`config.mk`:
```
export PLATFORM = sky130hd
export DESIGN_NAME = cache_rd_ctrl
export DESIGN_NICKNAME = d
export VERILOG_FILES = /design/src/rtl/cache_rd_ctrl.sv
export SDC_FILE = /design/constraint.sdc
export NUM_CORES = 1
export LEC_CHECK = 0
export CAP_MARGIN = 20
export CORE_UTILIZATION = 45
export DETAILED_ROUTE_END_ITERATION = 7
export DONT_BUFFER_PORTS = 1
export PLACE_DENSITY = 0.64
export SYNTH_ARGS = -nofsm -noshare
export SYNTH_HDL_FRONTEND = slang
export SYNTH_SLANG_ARGS = --single-unit
```
`constraint.sdc`:
```
create_clock -name clk -period 4.8 [get_ports clk]
set_clock_uncertainty 0.05 [all_clocks]
set_input_delay 0.96 -clock clk [delete_from_list [all_inputs] [get_ports clk]]
set_output_delay 0.96 -clock clk [all_outputs]
set_load 0.05 [all_outputs]
```
`src/rtl/cache_rd_ctrl.sv`:
```
// rtl/cache_rd_ctrl.sv - read-path controller for a direct-mapped cache with line refill
module cache_rd_ctrl #(
  parameter int ADDR_W     = 8,
  parameter int NUM_LINES  = 8,
  parameter int LINE_BYTES = 4
) (
  input  logic              clk,
  input  logic              rst_n,
  input  logic              cpu_req,
  input  logic [ADDR_W-1:0] cpu_addr,
  output logic              cpu_ready,
  output logic              cpu_valid,
  output logic              cpu_hit,
  output logic [7:0]        cpu_data,
  input  logic              flush,
  output logic              mem_req,
  output logic [ADDR_W-1:0] mem_addr,
  input  logic              mem_ack,
  input  logic [7:0]        mem_data
);

  localparam int IDX_W = $clog2(NUM_LINES);
  localparam int OFF_W = $clog2(LINE_BYTES);
  localparam int TAG_W = ADDR_W - IDX_W - OFF_W;

  localparam logic [OFF_W-1:0] LAST_BEAT = OFF_W'(LINE_BYTES - 1);

  localparam logic [1:0] S_IDLE   = 2'd0;
  localparam logic [1:0] S_LOOKUP = 2'd1;
  localparam logic [1:0] S_REFILL = 2'd2;
  localparam logic [1:0] S_RESP   = 2'd3;

  logic [1:0]           state;
  logic [ADDR_W-1:0]    req_addr;
  logic [OFF_W-1:0]     beat;
  logic                 hit_q;
  logic [7:0]           data_q;
  logic [NUM_LINES-1:0] valid_q;

  // Tags and data are never reset; only the valid bits qualify them.
  logic [TAG_W-1:0]     tag_mem  [NUM_LINES];
  logic [7:0]           data_mem [NUM_LINES*LINE_BYTES];

  logic [TAG_W-1:0]     req_tag;
  logic [IDX_W-1:0]     req_idx;
  logic [OFF_W-1:0]     req_off;
  logic                 lookup_hit;
  logic                 beat_done;
  logic                 last_beat;

  assign req_tag = req_addr[ADDR_W-1 -: TAG_W];
  assign req_idx = req_addr[OFF_W +: IDX_W];
  assign req_off = req_addr[OFF_W-1:0];

  assign lookup_hit = valid_q[req_idx] && (tag_mem[req_idx] == req_tag);
  assign beat_done  = (state == S_REFILL) && mem_ack;
  assign last_beat  = (beat == LAST_BEAT);

  assign cpu_ready = (state == S_IDLE) && !flush;
  assign cpu_valid = (state == S_RESP);
  assign cpu_hit   = hit_q;
  assign cpu_data  = data_q;
  assign mem_req   = (state == S_REFILL);
  // The beat counter only moves on an ack, so the address holds while memory waits.
  assign mem_addr  = {req_tag, req_idx, beat};

  // Control FSM, valid bits and the response registers.
  always_ff @(posedge clk or negedge rst_n) begin
    if (!rst_n) begin
      state    <= S_IDLE;
      req_addr <= '0;
      beat     <= '0;
      hit_q    <= 1'b0;
      data_q   <= '0;
      valid_q  <= '0;
    end else begin
      case (state)
        S_IDLE: begin
          if (flush) begin
            valid_q <= '0;
          end else if (cpu_req) begin
            req_addr <= cpu_addr;
            state    <= S_LOOKUP;
          end
        end
        S_LOOKUP: begin
          if (lookup_hit) begin
            data_q <= data_mem[{req_idx, req_off}];
            hit_q  <= 1'b1;
            state  <= S_RESP;
          end else begin
            beat  <= '0;
            state <= S_REFILL;
          end
        end
        S_REFILL: begin
          if (mem_ack) begin
            if (beat == req_off) begin
              data_q <= mem_data;
            end
            beat <= beat + 1'b1;
            // The line becomes visible only once every byte has arrived.
            if (last_beat) begin
              valid_q[req_idx] <= 1'b1;
              hit_q            <= 1'b0;
              state            <= S_RESP;
            end
          end
        end
        S_RESP: begin
          state <= S_IDLE;
        end
        default: begin
          state <= S_IDLE;
        end
      endcase
    end
  end

  // Line storage: each acked refill beat lands in the line, the tag on the last one.
  always_ff @(posedge clk) begin
    if (beat_done) begin
      data_mem[{req_idx, beat}] <= mem_data;
      if (last_beat) begin
        tag_mem[req_idx] <= req_tag;
      end
    end
  end

endmodule

```
==> results of run 1 <==
==> metal layers <==
layer  global-route usage, %  routed length, µm  vias up
met5                       0                  0        -
met4                   5.758                507        0
met3                   3.975               2117       34
met2                   31.42              13100      245
met1                   26.59              11080     3294
li1                        -                  -     2716
==> registers in the layout, summed over array words and instances (netlist names) <==
signal,count
state,2
req_addr,8
data_mem,256
cpu_hit,1
valid_q,8
beat,2
cpu_data,8
tag_mem,24
==> synth_stat cells (all sizes together) (2+ instances only) <==
master / count / area [µm²]
mux2: 13 / 146.4
o22ai: 2 / 12.51
nor2: 48 / 180.2
a211oi: 8 / 60.06
inv: 5 / 18.77
buf: 22 / 135.1
nand3: 10 / 50.05
nand2: 17 / 63.81
nor4: 5 / 46.29
dfrtp: 29 / 725.7
o21ai: 16 / 80.08
a22o: 6 / 52.55
clkbuf: 23 / 86.33
a211o: 4 / 35.03
nor2b: 11 / 68.82
a21oi: 6 / 30.03
a22oi: 4 / 30.03
o21a: 8 / 60.06
mux4: 72 / 1622
xnor2: 5 / 43.79
nand2b: 6 / 37.54
a221oi: 4 / 41.29
nand3b: 2 / 15.01
a2111oi: 4 / 35.03
ha: 8 / 100.1
edfxtp: 280 / 8408
and2: 2 / 12.52
o31ai: 5 / 37.54
nor3: 20 / 100.1
a21o: 2 / 15.01
a31oi: 4 / 25.02
mux2i: 15 / 150.1
==> where the power goes <==
part / switching (mW) / leakage (nW) / internal [mW] / total (mW)
Sequential: 0.507 / 2.87 / 3.12 / 3.63
Combinational: 1.25 / 1.08 / 1.06 / 2.31
Clock: 0.920 / 0.437 / 1.21 / 2.13
Total: 2.67 / 4.39 / 5.40 / 8.07
==> cell families after synthesis <==
group | after synthesis | synth area share [%]
mux | 100 | 15.27
fa+ha+maj | 8 | 0.7968
flops | 309 | 72.70
xor+xnor | 5 | 0.3486
simple gates | 124 | 4.721
compound gates | 75 | 4.223
buf+inv | 51 | 1.942
==> worst max-delay path: stages, from the launching register on <==
cell and delay (ns):
dfrtp_2 0.83, mux4_2 0.59, mux2i_1 0.18, xnor2_1 0.12
nor4_4 0.96, o22ai_1 0.35, a22o_1 0.32
==> path summary, 6_finish.rpt <==
kind	to	depth (start not counted)	slack (ns)	startpoint
setup / recovery	cpu_data[1]	6	1.27	req_addr[2]
hold / removal	cpu_data[5]	0	0.05	rst_n
setup reg to reg	cpu_data[1]	6	1.27	req_addr[2]
hold reg to reg	valid_q[1]	1	0.44	valid_q[1]
max in group asynchronous	req_addr[0]	0	4.55	rst_n
min in group clk	valid_q[1]	1	0.44	valid_q[1]
==> stage by stage <==
stage,instances,cell area [µm²],power [mW]
final,1067,13850,8.071
after global routing,1067,13850,8.414
after detailed placement,1016,12940,5.961
after global placement,1011,12900,5.884
after floorplan,672,12560,5.404
after CTS,1066,13820,8.088
==> layout make-up <==
cell class                      count  share of cell area, %
Clock buffer                       35                  5.709
Clock inverter                     15                 0.6503
Inverter                            6                 0.1626
Multi-Input combinational cell    312                  23.00
Sequential cell                   309                  65.98
Tap cell                          372                  3.360
Timing Repair Buffer               18                  1.138
==> flow_summary.ini, run 1 <==
[power]
powerDensity_nw_per_um2 = 582.6
leakagePower_nw = 4.389
ir_drop_uv = 296.6

[clock_tree]
clockBufferDepth = 3
root_buffer = clkbuf_16
cts-buffers-inserted = 30
path_clk_slew_ns = 0.06
cts_tree = done
hold_buffers = 0
cts_resized = 0
clock_latency_ns = 0.55
h-tree-depth = 1
cts.sinks = 309
cts_setup_buffers = 0

[routing]
initialDrtViolationCount = 756
post_drt_wl_per_cell_um = 25.12
vias_per_cell = 5.894
vias = 6289
drt-total-wl_um = 26810
drc = 0
firstDrtPassIters = 5
final_antenna_net_count = 0

[placement]
pre_cts_ws_ns = 1.272
portBuffers = 0
place_hpwl_um = 17210
place_congestion = 0.7974

[yosys]
async_flop_share_pct = 9.385
synthFlopType = edfxtp_1
synth.avg_cell_area_um2 = 18.70
synth_cell_types = 44
ys.warnings.count = 0
synth-seq-cells = 309
yosysSeqAreaShare_pct = 72.70
syn_area_um2 = 12560
syn_inst = 672
synth_nets = 701
synth-edff-count = 280

[setup_path]
required_ns = 5.18
cp.arrival_ns = 3.92
critPathKind = flip-flop to flip-flop
cp-start-kind = flip-flop
setup.worst_path.end_class = flip-flop
cp_max_fo = 19

[grt]
antenna_found_initial = 0
overflow = 0
grt_pass1_wl_um = 40750
grt_max_degree = 54
grt_pass1_vias = 6482
grt_util_all_layers_pct = 19.36

[finish]
fin_util_pct = 50.97
ff_latch_area_um2 = 9140
multi_input_area_um2 = 3186
area_growth_pct = 10.26
drive_gt1_share_pct = 21.15
insertedDiodeCount = 0
final_common_cell = edfxtp_1
fin_nets = 706
fillers = 2171
final_cell_mix = edfxtp_1, mux4_2, nor2_1

[timing]
setup_viol = 0
min_period_over_period_pct = 73.60
tns_ns = 0
max-slew-margin-rel_pct = 26.95
fin_hold_ws_ns = 0.04670
fin_ws_ns = 1.267
rsz0062_at_grt = false
tightest_slew_ns = 1.094
period_minus_slack_ns = 3.533
maxSlewViolCount = 0
clock.fmax_mhz = 283.1
finalHoldViolCount = 0

[job]
drv_cap = 0

[die]
fp.dieH_um = 169.1
num_io_pins = 41
dieArea_um2 = 28590
rows = 60
fp.coreArea_um2 = 27180
dieWidth_um = 169.1
start_util_pct = 46.23

[worst_hold_path]
hp-class = primary input to async pin

[outcome]
status = finished clean
Power figures use the tool's default switching activity.
==> inputs of run 2 (changes only) <==
- PLACE_DENSITY: 0.64 -> 0.66
- clock period: 4.8 -> 3 ns (I/O delays scaled with it)
==> run 2 against run 1 <==
  * Clock-buffer cell count increased by 6
  * Sequential power up 55%
  * Sequential cell count is the same
==> flow_summary.ini, run 2 (synthesized netlist as in run 1, its figures left out) <==
[finish]
final_cells = 1114
final_common_cell = edfxtp_1
fin_nets = 746
largest_reg_flops = 256
drive_gt1_share_pct = 25.51
regMostFlops = data_mem
area_growth_pct = 13.40
final_cell_mix = edfxtp_1, mux4_2, buf_4
top_regs = data_mem: 256 flops, tag_mem: 24 flops

[clock_tree]
cts.sinks = 309
cts_resized = 0
clockBufferDepth = 3
root_buffer = clkbuf_16
cts_tree = done
cts-buffers-inserted = 30
path_clk_slew_ns = 0.06
h-tree-depth = 1
clock_latency_ns = 0.55

[timing]
rsz0062_at_grt = false
tns_ns = 0
clock.fmax_mhz = 365.4
finalHoldViolCount = 0
setup_viol = 0
tightest_slew_ns = 0.7021
max-slew-margin-rel_pct = 53.20
min_period_over_period_pct = 91.23
maxSlewViolCount = 0
period_minus_slack_ns = 2.737

[grt]
grt_use_met2_pct = 30.90
grt_max_degree = 35
grt_util_all_layers_pct = 19.56
grt_pass1_wl_um = 41300
use_met1_pct = 26.59
antenna_found_initial = 0
overflow = 0
grtUsageMet3_pct = 5.354
grt_pass1_vias = 6669
top_usage_layer = met2

[worst_hold_path]
hold-path-cell-count = 0
hp-class = primary input to flip-flop

[setup_path]
critPathKind = flip-flop to flip-flop
cp_max_fo = 19
cp-start-kind = flip-flop
cp.arrival_ns = 3.12
reg2reg_depth = 7
setup.worst_path.end_class = flip-flop
required_ns = 3.38

[power]
powerDensity_nw_per_um2 = 931.7
power.total_mw = 13.27
ir_drop_uv = 455.2
leakagePower_nw = 4.627

[routing]
firstDrtPassIters = 5
vias_per_cell = 5.816
final_antenna_net_count = 0
vias = 6479
drt-total-wl_um = 27070
post_drt_wl_per_cell_um = 24.30
drc = 0
initialDrtViolationCount = 758

[die]
num_io_pins = 41
rows = 60
start_util_pct = 46.23
fp.dieH_um = 169.1
dieArea_um2 = 28590
dieWidth_um = 169.1
fp.coreArea_um2 = 27180

[placement]
place_hpwl_um = 17520
placed_cells = 1055
portBuffers = 0
place_congestion = 0.8524

[job]
drv_cap = 0

[outcome]
status = finished clean
## run 2: cell types whose count changed in the layout (fill, tap and decap cells not counted), sizes merged
cell / delta
clkinvlp: +1
bufinv: +1
diode: +1
buf: +39
dlygate4sd3: +1
clkinv: -2
clkbuf: +6
## run 2: area by class of cell
| cell class | count | area [µm²] |
|---|---|---|
| Fill cell | 2140 | 12930 |
| Tap cell | 372 | 465.4 |
| Multi-Input combinational cell | 312 | 3186 |
| Inverter | 6 | 22.52 |
| Sequential cell | 309 | 9140 |
| Clock inverter | 15 | 122.6 |
| Timing Repair Buffer | 58 | 475.5 |
| Antenna cell | 1 | 2.502 |
| Clock buffer | 41 | 833.3 |
## run 2: what timing repair did
| action | CTS | global route |
|---|---|---|
| endpoints found under the setup margin | 0 | 0 |
| hold buffers | 2 | 0 |
| buffers inserted | 0 | 0 |
| hold endpoints to repair | 29 | 0 |
## run 2: stage by stage
step                      instance area [µm²]  worst slack, ns  hold WS, ns  utilization, %
after floorplan                         12560           0.3617       0.2544               -
after global placement                  13260           0.2712       0.2553           48.79
after detailed placement                13260           0.3004       0.2554           48.79
after CTS                               14240           0.2776      0.07627           52.42
after global routing                    14240           0.1169      0.07359           52.42
final                                   14250           0.2632      0.09757           52.43
## run 2: routing by layer
layer  up-vias  share of wire, %
li1       2808                 -
met1      3360                41
met2       266                48
met3        45               8.7
met4         0               2.4
met5         -                 0
## run 2: path summary, 6_finish.rpt
kind	startpoint	endpoint	slack, ns
max	req_addr[0]	cpu_data[7]	0.26
min	mem_data[2]	data_mem[6][2]	0.1
max reg2reg	req_addr[0]	cpu_data[7]	0.26
min reg2reg	valid_q[6]	valid_q[6]	0.45
max in group asynchronous	rst_n	req_addr[0]	2.24
min in group asynchronous	rst_n	valid_q[0]	0.47
## run 2: report_power, final
part	switching, mW	leakage (nW)	internal, mW
registers	0.614	2.87	4.99
logic	2.25	1.29	1.80
clock network	1.51	0.465	2.10
total	4.37	4.63	8.90
## run 2: critical path, stage by stage, from the launching register on
cell	delay, ns
dfrtp_4	0.68
buf_12	0.24
mux4_2	0.52
mux2i_1	0.33
nor3_1	0.09
a2111oi_0	0.41
a21oi_1	0.08
a22o_1	0.20
==> inputs of run 3 (changes only) <==
- ABC_AREA: default -> 1
- PLACE_DENSITY: 0.66 -> 0.64
- clock period: 3 -> 2.9 ns (I/O delays scaled with it)
==> run 3 against run 2 <==
  * Via count is 41% higher
  * Critical endpoint is now data_mem[1][5]
  * Largest power group unchanged
  * Critical path depth is 4 lower
  * Synthesized cell count is 100% higher
  * Setup slack better by 0.20 ns
  * Area after synthesis is 7.4% higher
  * Worst hold slack worse by 0.044 ns
  * Die area is 7.4% higher
  * Sequential power hardly changed
  * Clock-buffer cell count is 4 higher
  * Sequential cell count stayed put
  * Final area is 6.7% higher
==> flow_summary.ini, run 3 <==
[finish]
fin_nets = 1419
final_cell_mix = nand2_1, edfxtp_1, inv_1
multi_input_area_um2 = 3462
area_growth_pct = 12.65
insertedDiodeCount = 0
fin_util_pct = 51.45
final_common_cell = nand2_1
final_cell_area_um2 = 15210
drive_gt1_share_pct = 8.339
largest_reg_flops = 256
top_regs = data_mem: 256 flops, tag_mem: 24 flops
regMostFlops = data_mem
ff_latch_area_um2 = 9139
final_cells = 1805
fillers = 2630

[routing]
drt-total-wl_um = 31880
vias = 9138
drc = 0
post_drt_wl_per_cell_um = 17.66
firstDrtPassIters = 5
final_antenna_net_count = 0
initialDrtViolationCount = 995
vias_per_cell = 5.063

[setup_path]
cp_max_fo = 19
critPathKind = flip-flop to flip-flop
cp-start-kind = flip-flop
setup.worst_path.end_class = flip-flop
required_ns = 3.04
cp.arrival_ns = 2.58

[yosys]
yosysSeqAreaShare_pct = 67.66
synth_commonest_cells = nand2_1, edfxtp_1, inv_1, nor2_1, nand3_1
syn_area_um2 = 13500
async_flop_share_pct = 9.385
syn_inst = 1364
synth_top_area_share_pct = 62.29
synth_area_leaders = edfxtp_1, nand2_1, dfrtp_1
synth_nets = 1393
synthFlopType = edfxtp_1
ys.warnings.count = 0
synth-edff-count = 280
synth-seq-cells = 309
synth_top_area_cell = edfxtp_1
yosysMostFrequentCell = nand2_1
synth_cell_types = 24
synth.avg_cell_area_um2 = 9.897

[job]
drv_cap = 0

[power]
netSwitchingFraction_pct = 37.72
powerDensity_nw_per_um2 = 933.5
ir_drop_uv = 522.2
internal_power_mw = 8.841
p_switching_mw = 5.355
power.share.sequential_pct = 39.4
leakagePower_nw = 6.408
combPwrFrac_pct = 32.6
clockPowerShare_pct = 28.1

[timing]
rsz0062_at_grt = false
period_minus_slack_ns = 2.434
fin_hold_ws_ns = 0.05378
min_period_over_period_pct = 83.92
tns_ns = 0
max-slew-margin-rel_pct = 32.76
tightest_slew_ns = 1.005
maxSlewViolCount = 0
finalHoldViolCount = 0
setup_viol = 0
clock.fmax_mhz = 410.9

[clock_tree]
cts.sinks = 309
cts-buffers-inserted = 31
root_buffer = clkbuf_16
clock_latency_ns = 0.57
clockBufferDepth = 3
cts_tree = done
path_clk_slew_ns = 0.06
h-tree-depth = 1

[die]
fp.dieH_um = 175.2
dieWidth_um = 175.2
start_util_pct = 45.67
dieArea_um2 = 30700
rows = 63
num_io_pins = 41
fp.coreArea_um2 = 29560

[worst_hold_path]
hp-class = primary input to flip-flop

[placement]
postPlaceCellArea_um2 = 14160
place_congestion = 0.8755
placed_cells = 1745
place_hpwl_um = 19600
portBuffers = 0

[grt]
grt_max_degree = 74
grt_pass1_wl_um = 50220
overflow = 0
antenna_found_initial = 0
grt_util_all_layers_pct = 21.45
grt_pass1_vias = 8894

[outcome]
status = finished clean
-- run 3: area by class of cell --
class / instances / share of cell area (%)
Clock buffer: 45 / 5.710
Clock inverter: 13 / 0.9544
Inverter: 168 / 4.155
Multi-Input combinational cell: 829 / 22.77
Sequential cell: 309 / 60.10
Tap cell: 390 / 3.209
Timing Repair Buffer: 51 / 3.110
-- run 3: path summary, 6_finish.rpt --
kind                                  start         endpoint  slack (ns)  cells past startpoint
min in group asynchronous             rst_n      req_addr[2]        0.41                      2
worst min-delay path            mem_data[7]  data_mem[19][7]        0.05                      0
worst max-delay path            req_addr[2]   data_mem[1][5]        0.47                      3
worst max register to register  req_addr[2]   data_mem[1][5]        0.47                      3
worst min register to register   valid_q[1]       valid_q[1]        0.45                      2
max in group asynchronous             rst_n      req_addr[0]        2.20                      2
-- run 3: critical path, stage by stage (launching register included) --
cell     delay (ns)
dfrtp_1        0.48
inv_2          0.29
nand2_1        0.39
nor2_1         0.84
-- run 3: cells by family (layout without fill, tap and decap cells) --
group / after synthesis / after routing / synth area share (%)
adders and majority gates: 8 / 8 / 0.7415
AOI/OAI and AO/OA: 71 / 71 / 2.688
and+or+nand+nor: 747 / 747 / 21.99
xor gates and xnor gates: 1 / 1 / 0.06489
muxes: 2 / 2 / 0.1668
buffers and inverters: 226 / 277 / 6.692
DFF: 309 / 309 / 67.66
-- run 3: timing repair --
item                      CTS  global route
hold buffers                2             0
buffers inserted            0             0
gates resized for setup     0             0
hold endpoints to repair   29             0
-- run 3: power by group through the flow --
| stage | registers [mW] | logic (mW) | clock network [mW] |
|---|---|---|---|
| final | 5.59 | 4.62 | 3.98 |
| after global routing | 5.62 | 5.18 | 4.21 |
| after CTS | 5.59 | 4.60 | 4.04 |
| after detailed placement | 5.68 | 4.56 | 0 |
| after global placement | 5.68 | 4.53 | 0 |
| after floorplan | 5.61 | 3.23 | 0 |
-- run 3: per-layer routing --
metal	vias to the layer above	routed length [µm]	track usage, %
met1	4344	14010	30.28
met5	-	0	0
met3	58	2463	4.395
met2	311	14590	33.60
li1	4425	-	-
met4	0	824	6.051
-- run 3: metrics by stage --
stage | setup WS [ns] | power (mW)
after floorplan | 0.3328 | 8.848
after global placement | 0.5196 | 10.21
after detailed placement | 0.5026 | 10.24
after CTS | 0.5043 | 14.23
after global routing | 0.2471 | 15.01
final | 0.4663 | 14.20
